<file path="config.mk">
export PLATFORM = sky130hd
export DESIGN_NAME = aes_cipher_iter
export DESIGN_NICKNAME = d
export VERILOG_FILES = /design/src/rtl/aes_pkg.sv /design/src/rtl/aes_sbox.sv /design/src/rtl/aes_cipher_iter.sv
export SDC_FILE = /design/constraint.sdc
export NUM_CORES = 2
export LEC_CHECK = 0
export BUFFER_PORTS_ARGS = -buffer_cell sky130_fd_sc_hd__buf_4
export CORE_AREA = 2 2 646 648
export DETAILED_ROUTE_END_ITERATION = 10
export DIE_AREA = 0 0 648 650
export PLACE_DENSITY_LB_ADDON = 0.25
export SLEW_MARGIN = 40
export SYNTH_ARGS = -nofsm -noshare
export SYNTH_HDL_FRONTEND = slang
export SYNTH_HIERARCHICAL = 1
export SYNTH_SLANG_ARGS = --single-unit
</file>
<file path="constraint.sdc">
create_clock -name clk -period 6.3 [get_ports clk]
set_input_delay 0.945 -clock clk [delete_from_list [all_inputs] [get_ports clk]]
set_output_delay 0.945 -clock clk [all_outputs]
set_load 0.01 [all_outputs]
</file>
<file path="src/rtl/aes_pkg.sv">
// Shared AES definitions: block geometry, GF(2^8) helper and cipher FSM encodings.
// No timing of its own; pure declarations.
// No flow control; consumed by the cipher and key-expansion blocks.
package aes_pkg;

    localparam int NB      = 4;        // columns in the state
    localparam int BLOCK_W = 32 * NB;  // 128-bit block

    typedef enum logic [1:0] {
        ST_IDLE  = 2'd0,
        ST_ROUND = 2'd1,
        ST_DONE  = 2'd2
    } aes_state_e;

    // Multiply by x in GF(2^8) mod 0x11b; bit 0 is the byte MSB.
    function automatic logic [0:7] xtime(input logic [0:7] b);
        return {b[1:7], 1'b0} ^ (b[0] ? 8'h1b : 8'h00);
    endfunction

endpackage

</file>
<file path="src/rtl/aes_sbox.sv">
// Forward AES S-box, 8-bit combinational lookup.
// Zero latency.
// No flow control.
module aes_sbox (
    input  logic [0:7] din,
    output logic [0:7] dout
);

    localparam logic [0:2047] SBOX_TBL = {
        128'h637c777bf26b6fc53001672bfed7ab76,
        128'hca82c97dfa5947f0add4a2af9ca472c0,
        128'hb7fd9326363ff7cc34a5e5f171d83115,
        128'h04c723c31896059a071280e2eb27b275,
        128'h09832c1a1b6e5aa0523bd6b329e32f84,
        128'h53d100ed20fcb15b6acbbe394a4c58cf,
        128'hd0efaafb434d338545f9027f503c9fa8,
        128'h51a3408f929d38f5bcb6da2110fff3d2,
        128'hcd0c13ec5f974417c4a77e3d645d1973,
        128'h60814fdc222a908846eeb814de5e0bdb,
        128'he0323a0a4906245cc2d3ac629195e479,
        128'he7c8376d8dd54ea96c56f4ea657aae08,
        128'hba78252e1ca6b4c6e8dd741f4bbd8b8a,
        128'h703eb5664803f60e613557b986c11d9e,
        128'he1f8981169d98e949b1e87e9ce5528df,
        128'h8ca1890dbfe6426841992d0fb054bb16
    };

    assign dout = SBOX_TBL[{din, 3'b000} +: 8];

endmodule

</file>
<file path="src/rtl/aes_cipher_iter.sv">
// Iterative AES encryption, one round per clock on a single state register.
// Latency: out_valid rises Nr cycles after the accept edge; one block per Nr+2 cycles.
// Backpressure: result held in DONE until out_ready; in_ready is low whenever not IDLE.
module aes_cipher_iter
    import aes_pkg::*;
#(
    parameter int Nk = 4,
    parameter int Nr = 10
) (
    input  logic                       clk,
    input  logic                       rst_n,
    input  logic                       in_valid,
    output logic                       in_ready,
    input  logic [0:BLOCK_W-1]         in_data,
    input  logic [0:BLOCK_W*(Nr+1)-1]  key_sched,
    output logic                       out_valid,
    input  logic                       out_ready,
    output logic [0:BLOCK_W-1]         out_data,
    output logic                       busy
);

    localparam int RW = $clog2(Nr + 1);
    localparam logic [RW-1:0] RND_LAST = RW'(Nr);

    // A mismatched key length / round count pair cannot produce valid ciphertext.
    if (Nr != Nk + 6) begin : g_param_err
        $error("aes_cipher_iter: Nr (%0d) must equal Nk+6 (Nk=%0d)", Nr, Nk);
    end

    aes_state_e          fsm_cur;
    aes_state_e          fsm_nxt;
    logic [0:BLOCK_W-1]  blk;
    logic [RW-1:0]       rnd;
    logic                load_init;
    logic                load_round;
    logic                last_rnd;

    logic [0:BLOCK_W-1]  rk [0:Nr];
    logic [0:BLOCK_W-1]  sb_out;
    logic [0:BLOCK_W-1]  sr_out;
    logic [0:BLOCK_W-1]  mc_out;
    logic [0:BLOCK_W-1]  round_out;

    // Round keys sliced straight from the unregistered schedule.
    for (genvar r = 0; r <= Nr; r++) begin : g_rk
        assign rk[r] = key_sched[BLOCK_W*r +: BLOCK_W];
    end

    // SubBytes: one S-box per state byte.
    for (genvar i = 0; i < 4*NB; i++) begin : g_sub
        aes_sbox u_sbox (
            .din  (blk[8*i +: 8]),
            .dout (sb_out[8*i +: 8])
        );
    end

    // ShiftRows: row r of column c comes from column (c+r) mod 4.
    for (genvar c = 0; c < NB; c++) begin : g_shift_c
        for (genvar r = 0; r < 4; r++) begin : g_shift_r
            assign sr_out[8*(4*c+r) +: 8] = sb_out[8*(4*((c+r)%NB)+r) +: 8];
        end
    end

    // MixColumns: fixed {02,03,01,01} circulant per column.
    for (genvar c = 0; c < NB; c++) begin : g_mix
        logic [0:7] a0, a1, a2, a3;
        assign a0 = sr_out[32*c      +: 8];
        assign a1 = sr_out[32*c + 8  +: 8];
        assign a2 = sr_out[32*c + 16 +: 8];
        assign a3 = sr_out[32*c + 24 +: 8];
        assign mc_out[32*c      +: 8] = xtime(a0) ^ xtime(a1) ^ a1 ^ a2 ^ a3;
        assign mc_out[32*c + 8  +: 8] = a0 ^ xtime(a1) ^ xtime(a2) ^ a2 ^ a3;
        assign mc_out[32*c + 16 +: 8] = a0 ^ a1 ^ xtime(a2) ^ xtime(a3) ^ a3;
        assign mc_out[32*c + 24 +: 8] = xtime(a0) ^ a0 ^ a1 ^ a2 ^ xtime(a3);
    end

    assign last_rnd  = (rnd == RND_LAST);
    // The final round skips MixColumns.
    assign round_out = (last_rnd ? sr_out : mc_out) ^ rk[rnd];
    assign out_data  = blk;

    // FSM state register.
    always_ff @(posedge clk or negedge rst_n) begin
        if (!rst_n) begin
            fsm_cur <= ST_IDLE;
        end else begin
            fsm_cur <= fsm_nxt;
        end
    end

    // Next-state and handshake outputs.
    always_comb begin
        fsm_nxt    = fsm_cur;
        in_ready   = 1'b0;
        out_valid  = 1'b0;
        busy       = 1'b0;
        load_init  = 1'b0;
        load_round = 1'b0;
        case (fsm_cur)
            ST_IDLE: begin
                in_ready = 1'b1;
                if (in_valid) begin
                    load_init = 1'b1;
                    fsm_nxt   = ST_ROUND;
                end
            end
            ST_ROUND: begin
                busy       = 1'b1;
                load_round = 1'b1;
                if (last_rnd) begin
                    fsm_nxt = ST_DONE;
                end
            end
            ST_DONE: begin
                busy      = 1'b1;
                out_valid = 1'b1;
                if (out_ready) begin
                    fsm_nxt = ST_IDLE;
                end
            end
            default: begin
                fsm_nxt = ST_IDLE;
            end
        endcase
    end

    // State register and round counter; counter saturates at Nr until the next load.
    always_ff @(posedge clk or negedge rst_n) begin
        if (!rst_n) begin
            blk <= '0;
            rnd <= '0;
        end else if (load_init) begin
            blk <= in_data ^ rk[0];
            rnd <= RW'(1);
        end else if (load_round) begin
            blk <= round_out;
            if (!last_rnd) begin
                rnd <= rnd + 1'b1;
            end
        end
    end

endmodule

</file>
==> results_dict.tcl <==
set metrics [dict create \
    crit_path_max_fanout 16 \
    synth_enable_flop_cells 0 \
    n_fill_cell 46900 \
    cts_tree "done" \
    drt-met1-wl_um 306100 \
    synthCells 11360 \
    vias_per_cell 6.125 \
    initial_utilization_pct 19.31 \
    crit_cells 14 \
    yosysWarnings 6 \
    postSynthNetCount 13150 \
    row_count 237 \
    finalCritPeriodShare_pct 87.76 \
    reg2reg_depth 14 \
    worstSkewPairLatency_ns 0.61 \
    dieHeight_um 650 \
    critPathKind "reg -> reg" \
    drt_pre_antenna_iters 7 \
    clock_skew_ns 0.04115 \
    critPathBufInv 2 \
    end_kind "register" \
    dieArea_um2 421200 \
    arrival_ns 5.80 \
    grt_start_max_net_pins 118 \
    drtAntennaViolNets 0 \
    ys_async_sr_fraction_pct 100.0 \
    vias 110500 \
    grt_first_pass_wirelength_um 1028000 \
    crit_start "out_data[23]" \
    required_ns 6.57 \
    route.met2.wl_um 325000 \
    run_status "finished, final reports clean" \
    drt-initial-drc-count 18410 \
    dp_hpwl_um 643700 \
    wl_per_cell_um 44.06 \
    startpoint_type "register" \
    grt_pass1_vias 101500 \
    cts_setup_buffers 0 \
    setup_viol 0 \
    multiInputGateArea_um2 69800 \
    gp_congestion 1.067 \
    synth_cell_type_count 81 \
    top_layer "met5" \
    synthFlopType "dfrtp_1" \
    slew_headroom_pct 34.81 \
    slowest_delay_ns 0.81 \
    cts_resized 0 \
    grtUsageTotal_pct 35.82 \
    areaGrowthSynthToFinish_pct 24.73 \
    grt_antenna_before_repair 339 \
    crit_end "out_data[86]" \
    maxCapViolations 0 \
    synth-seq-cells 134 \
    r2r_end "out_data[86]" \
    synth_area_um2 80090 \
    grt-ovfl-total 0 \
    drc 0 \
    worst_setup_hold_path_clk_slew_ns 0.08 \
    cts.sinks 134 \
    cts-root-buf "clkbuf_16" \
    rsz0062_at_grt "no" \
    nNetsFinal 14100 \
    period_minus_slack_ns 5.529 \
    fin_tns_setup_ns 0 \
    hold_path.class "in -> async" \
    critPathTopFamily "simple AND/OR/NAND/NOR gates" \
    slew_violations 0 \
    io_buffers 1670 \
    die_w_um 648 \
    wl_met3_um 102000 \
    worst-r2r-setup-slack_ns 0.77 \
    critical-path-slowest-cell "ha_1" \
    drive_gt1_share_pct 25.09 \
    r2r-start "out_data[23]" \
    cts-hold-fix-buffers 0 \
    core_area_um2 414900 \
    tightest_slew_ns 0.9759 \
    seq_area_frac_synth_pct 4.187 \
    drt-total-wl_um 795100 \
    clk_path_buf_depth 3 \
    syn_avg_cell_area_um2 7.050 \
    finalHoldViolCount 0 \
    ios 1671 \
    cts_buffers 25 \
    path_cells "clkinv_1 > ha_1 > nand2b_1 > nand3_1 > o311a_1 > o311a_1 > o21ai_0 > o31ai_4 > buf_4 > xor3_1 > xnor3_1 > mux2i_1 > or3_1 > nand3_1" \
    regArea_um2 3500 \
    fmax_mhz 180.9 \
    htreeDepth 4 \
]
-- metrics by stage --
stage | std cells | hold WS [ns] | utilization, % | area (µm²) | worst slack, ns
2_1_floorplan | 11360 | 0.5734 | - | 80090 | 2.289
3_3_place_gp | 17750 | 0.6871 | 23.64 | 98070 | 1.012
3_5_place_dp | 17780 | 0.6974 | 23.74 | 98500 | 1.082
4_1_cts | 17810 | 0.3532 | 23.92 | 99240 | 1.046
5_1_grt | 17980 | 0.1957 | 24.04 | 99740 | 0.7868
6_report | 18050 | 0.2035 | 24.08 | 99900 | 0.7713
-- per-layer routing --
metal / global-route usage, % / vias to the layer above
li1: - / 45400
met1: 44.62 / 54950
met2: 51.18 / 8330
met3: 13.73 / 1673
met4: 22.81 / 170
met5: 0.1831 / -
-- sequential cells by signal, indices dropped and copies added, names as in the netlist --
name and count:
rnd 4, fsm_cur 2, out_data 128
-- how the worst min path moves through the flow --
stage / cells past startpoint / start / to / slack (ns)
floorplan: 2 / rnd[1] / rnd[1] / 0.57
detailed placement: 2 / fsm_cur[0] / fsm_cur[0] / 0.70
global route: 1 / rst_n / out_data[5] / 0.20
finish: 1 / rst_n / out_data[15] / 0.20
CTS: 1 / rst_n / out_data[10] / 0.35
global placement: 2 / fsm_cur[1] / fsm_cur[1] / 0.69
-- Yosys cell counts (240+ instances only) --
cell	n	area, µm²
a21oi_1	815	4079
a31oi_1	240	1501
buf_2	503	2517
clkbuf_1	637	2391
ha_1	247	3090
mux4_2	299	6734
nand2_1	1137	4268
nand2b_1	336	2102
nand3_1	423	2117
nor2_1	779	2924
nor2b_1	289	1808
nor3_1	384	1922
o211ai_1	301	2260
o21ai_0	783	3919
-- placed cells by master, fill, tap and decap left out, types with 175 or more instances in the layout --
cell,n
a21oi_1,814
a31oi_1,240
buf_4,2234
diode_2,232
ha_1,242
mux2_2,175
mux2i_1,211
mux4_2,299
nand2_1,1135
nand2b_1,336
nand3_1,423
nor2_1,771
nor2b_1,276
nor3_1,384
o211ai_1,301
o21ai_0,781
xnor2_1,196
-- logic make-up after synthesis --
kind of cell / count (synthesis) / synth area share, %
compound gates: 3912 / 33.13
xor+xnor: 552 / 9.019
fa+ha+maj: 247 / 3.859
buf+inv: 1533 / 9.203
flops: 134 / 4.187
mux: 695 / 13.65
simple gates: 4288 / 26.95
-- layout make-up --
class | instances | share of cell area (%)
antenna | 232 | 0.5812
multi-input combinational | 9694 | 69.87
clock inverter | 3 | 0.06513
tap | 5497 | 6.885
sequential | 134 | 3.503
inverter | 167 | 0.6438
timing repair buffer | 2289 | 17.78
clock buffer | 30 | 0.6751
Power is left out: the tool's default activity adds up to more than one toggle a clock period on the data nets, which glitch-free logic cannot reach.
